**src/rtl/seq_detector_param.sv**
```systemverilog
// seq_detector_param: parametrised KMP serial sequence detector; define SEQ_DET_COUNT_EN to build the saturating match counter
module seq_detector_param #(
   parameter int LEN = 4,
   parameter logic [LEN-1:0] PATTERN = 4'b1100,
   parameter int OVERLAP = 1,
   parameter int CNT_W = 8
) (
   input  logic clk,
   input  logic reset,
   input  logic in,
   input  logic in_valid,
   input  logic clear,
   output logic z,
   output logic [CNT_W-1:0] match_count
);
   localparam int PW = $clog2(LEN);
   localparam int NS = 1 << PW;

   function automatic logic pat_bit(input int i);
      logic [LEN-1:0] t;
      t = PATTERN >> i;
      return t[0];
   endfunction

   // longest prefix (capped at LEN-1) that is a suffix of prefix_p followed by b;
   // at prog=LEN-1 with a completing bit this yields the pattern's proper border
   function automatic int step(input int p, input logic b);
      int r = 0;
      int idx;
      logic ok;
      for (int k = 1; k <= p + 1 && k < LEN; k++) begin
         ok = 1'b1;
         for (int j = 0; j < k; j++) begin
            idx = p + 1 - k + j;
            if ((idx < p ? pat_bit(LEN - 1 - idx) : b) != pat_bit(LEN - 1 - j)) ok = 1'b0;
         end
         if (ok) r = k;
      end
      return r;
   endfunction

   logic [PW-1:0] prog, prog_nxt;
   logic [PW-1:0] nxt0 [NS];
   logic [PW-1:0] nxt1 [NS];
   logic match;

   for (genvar i = 0; i < NS; i++) begin : g_tab
      assign nxt0[i] = (i < LEN) ? PW'(step(i, 1'b0)) : '0;
      assign nxt1[i] = (i < LEN) ? PW'(step(i, 1'b1)) : '0;
   end

   // match detect and next progress; clear beats in_valid, idle cycles hold
   always_comb begin
      match = in_valid && !clear && prog == PW'(LEN - 1) && in == PATTERN[0];
      prog_nxt = clear ? '0 : !in_valid ? prog : (match && OVERLAP == 0) ? '0 : in ? nxt1[prog] : nxt0[prog];
   end

   // progress register and registered match pulse
   always_ff @(posedge clk or posedge reset)
      if (reset) begin
         prog <= '0;
         z <= 1'b0;
      end else begin
         prog <= prog_nxt;
         z <= match;
      end

`ifdef SEQ_DET_COUNT_EN
   // saturating match counter, unaffected by clear
   always_ff @(posedge clk or posedge reset)
      if (reset) match_count <= '0;
      else if (match && match_count != {CNT_W{1'b1}}) match_count <= match_count + 1'b1;
`else
   assign match_count = '0;
`endif
endmodule

```
**config.mk**
```make
export PLATFORM = sky130hd
export DESIGN_NAME = seq_detector_param
export DESIGN_NICKNAME = d
export VERILOG_FILES = /design/src/rtl/seq_detector_param.sv
export SDC_FILE = /design/constraint.sdc
export NUM_CORES = 1
export LEC_CHECK = 0
export CAP_MARGIN = 10
export CORE_AREA = 2 2 39 41
export DETAILED_ROUTE_END_ITERATION = 8
export DIE_AREA = 0 0 41 43
export PLACE_DENSITY_LB_ADDON = 0.25
export SLEW_MARGIN = 20
export SYNTH_ARGS = -nofsm -noshare
export SYNTH_HDL_FRONTEND = slang
export SYNTH_SLANG_ARGS = --single-unit
```
**constraint.sdc**
```tcl
create_clock -name clk -period 3.7 [get_ports clk]
set_input_delay 1.11 -clock clk [delete_from_list [all_inputs] [get_ports clk]]
set_output_delay 1.11 -clock clk [all_outputs]
set_load 0.03 [all_outputs]
```
==> results.md <==
Worst setup path:
- Measured in cells, the most critical reg-to-reg path has a length of 5.
- The worst path buffer plus inverter count is 1.
- The largest stage delay on the critical path is 0.66 ns.
- The critical setup path kind is reg2out.
- STA puts the critical path data arrival time at 1.20 ns.
- The slowest stage of the critical path belongs to the cell sky130_fd_sc_hd__clkdlybuf4s50_1.
- The critical path goes through clkdlybuf4s50_1.
- Among cell families on the critical path, the largest total delay comes from buffers and inverters.
- In this run the number of cells on the critical path is 1.
- The data required time at the worst endpoint is 2.59 ns.
- Along the worst path, the maximum fanout reaches 1.
- STA classifies the critical path startpoint as a register.
- The worst setup path is captured at an output pin.

Worst hold path:
- The worst hold path belongs to the class reg2reg.
- Counting instances, the worst hold path has a depth of 2.

Routing:
- In the final routed layout, each cell accounts on average for 8.00 um.
- Before antenna repair, the detailed router went through 3 iterations.
- The initial DRC count is 6.
- After detailed routing, the total wire length is 408 um.
- After detailed routing, the number of vias per cell comes to 3.45.
- The DRC violations left is 0.
- Detailed routing inserted a total of 176 vias.
- The count of nets left with antenna violations once routing finished came out at 0.

STA:
- The worst hold slack after final layout is 0.614 ns.
- The number of slew-limit violations in the final report is 0.
- The highest clock frequency the design can meet is 434 MHz.
- Setup violations remaining at the end of the flow were counted as 0.
- The clock arrives with 0.00388 ns of skew.
- Setup repair after global routing left no endpoint under its margin.
- After routing, the total negative slack on setup checks comes to 0 ns.
- The post-route fraction of the period consumed by the critical path is 0.623.
- The clock period minus worst slack is 2.31 ns.
- The total count of hold-check failures in the final report is 0.

Power and ir drop:
- The completed layout was analyzed and its total power is 0.120 mW.
- The worst-case IR drop observed on VDD is 99.2 uV.
- The power per cell area is 381 mW/mm^2.
- The analysis attributes to cell leakage a power of 0.154 nW.

Clocking:
- The number of setup buffers added after CTS is 0.
- The count of clock tree sinks is 3.
- CTS built an H-tree with a depth of 1.
- Gates resized during post-CTS repair numbered 0.
- The number of hold-repair buffers added at the cts stage is 0.
- The maximum root-to-sink buffer count is 2.
- The register clock-pin slew on the reported worst setup and hold paths is 0.04 ns.
- The number of buffers created by CTS is 3.
- The TritonCTS clock tree is built.
- At the later pin of the worst-skew pair, clock insertion delay measures 0.23 ns.
- The cell sitting at the root of the clock tree is a sky130_fd_sc_hd__clkbuf_4.

Logic synthesis:
- Counting flops and latches in the post-synthesis netlist gives 3.
- For this run, the number of Yosys warnings is 0.
- After synthesis the cells add up to 251 sq um.
- Dividing the synthesized area by the synthesized cell count gives 9.31 sq um.
- The instance count of the mapped netlist is 27.
- Of the synthesized area, sequential elements account for 0.299.
- Counting distinct cell types in the post-synthesis netlist gives 13.

Cells and area:
- The area growth from synthesis to layout is 24.9%.
- After filler insertion, the fill cell instance count of the layout stands at 156.
- Of the cells placed in the final design, the portion with a size suffix greater than 1 is 0.114.
- The antenna diode count is 0.
- The net count reported at finish is 44.
- The post-layout instance area is 314 sq um.
- The final design utilization is 0.227.

Floorplanning:
- The row count is 14.
- In this run the horizontal extent of the chip is 41 um.
- The die footprint is 0.00176 sq mm.
- The initial core utilization is 0.182.
- 14 I/O pins were placed.
- The floorplan core area is 0.00138 sq mm.
- The y dimension of the die is 43 um.

Placed design:
- At the end of routability-driven placement, the weighted congestion stood at 0.640.
- Once placement finished, the instance area stood at 288 sq um.
- The total of buffers placed on input and output ports is 5.

Global route:
- The first-pass GRT wire length is 662 um.
- For this run, the total global-route usage over all layers was measured as 0.0643.
- The initial antenna violation count is 0.
- The largest net degree at the start of global routing is 7.
- The via count of the first global-routing pass came to 156.
- For this run the aggregate overflow at the end of global routing stands at 0.

Outcome:
- The run finished with clean final reports.

Flow run:
- The reported max-cap violation count is 0.
per-stage QoR:
step,setup WS (ns),std cells
CTS,1.38,51
finish,1.39,51
global route,1.33,51
detailed placement,1.39,47
floorplan,2.00,34
global placement,1.38,47
registers in the layout, summed over array words and instances (netlist names):
| register | count |
|---|---|
| z | 1 |
| prog | 2 |
cell usage in the layout, fill, tap and decap left out:
master                            netlist  routed
sky130_fd_sc_hd__nand2_1                1       1
sky130_fd_sc_hd__or3b_1                 1       1
sky130_fd_sc_hd__and4bb_2               1       1
sky130_fd_sc_hd__inv_1                  3       3
sky130_fd_sc_hd__dfrtp_1                3       3
sky130_fd_sc_hd__a211oi_1               2       2
sky130_fd_sc_hd__clkbuf_1               0       1
sky130_fd_sc_hd__clkdlybuf4s50_1        0       5
sky130_fd_sc_hd__o21ai_0                1       1
sky130_fd_sc_hd__a21oi_1                1       1
sky130_fd_sc_hd__mux2i_1                1       1
sky130_fd_sc_hd__ha_1                   3       3
sky130_fd_sc_hd__conb_1                 1       8
sky130_fd_sc_hd__nor2_1                 1       1
sky130_fd_sc_hd__clkbuf_4               0       3
worst paths after layout:
path,slack (ns),start,end
setup / recovery,1.39,z,z
hold / removal,0.61,prog[0],prog[0]
setup reg to reg,2.42,prog[1],prog[0]
hold reg to reg,0.61,prog[0],prog[0]
max in group asynchronous,2.51,reset,z
min in group asynchronous,1.05,reset,prog[1]
routing by layer:
metal	global-route usage	routed length (um)	vias to the layer above
li1	-	-	89
met1	0.0740	176	76
met2	0.0688	157	11
met3	0.0524	74	0
met4	0.0600	0	0
met5	0	0	-
cell families after synthesis:
logic type | after synthesis | share of synthesized area
AOI/OAI and AO/OA | 4 | 0.0994
adders and majority gates | 3 | 0.149
other | 1 | 0.0149
and+or+nand+nor | 4 | 0.114
DFF | 3 | 0.298
muxes | 1 | 0.0398
buffers and inverters | 11 | 0.284
power breakdown:
part,internal [mW],leakage (nW),switching (mW)
Sequential,0.0348,0.0402,0.00205
Combinational,0.00830,0.0990,0.0171
Clock,0.0404,0.0150,0.0171
Yosys cell counts (all sizes together):
| master | n | share of area |
|---|---|---|
| buf | 8 | 0.24 |
| dfrtp | 3 | 0.30 |
| ha | 3 | 0.15 |
| inv | 3 | 0.045 |
| a211oi | 2 | 0.060 |
| a21oi | 1 | 0.020 |
| and4bb | 1 | 0.050 |
| conb | 1 | 0.015 |
| mux2i | 1 | 0.040 |
| nand2 | 1 | 0.015 |
| nor2 | 1 | 0.015 |
| o21ai | 1 | 0.020 |
| or3b | 1 | 0.035 |
final cells by class:
class	instances	area, sq um	area share
multi-input combinational	20	131	0.418
sequential	3	75.1	0.239
timing repair buffer	5	50.0	0.159
clock buffer	4	26.3	0.0837
tap	16	20.0	0.0637
inverter	3	11.3	0.0359
(Power assumes the default switching activity.)
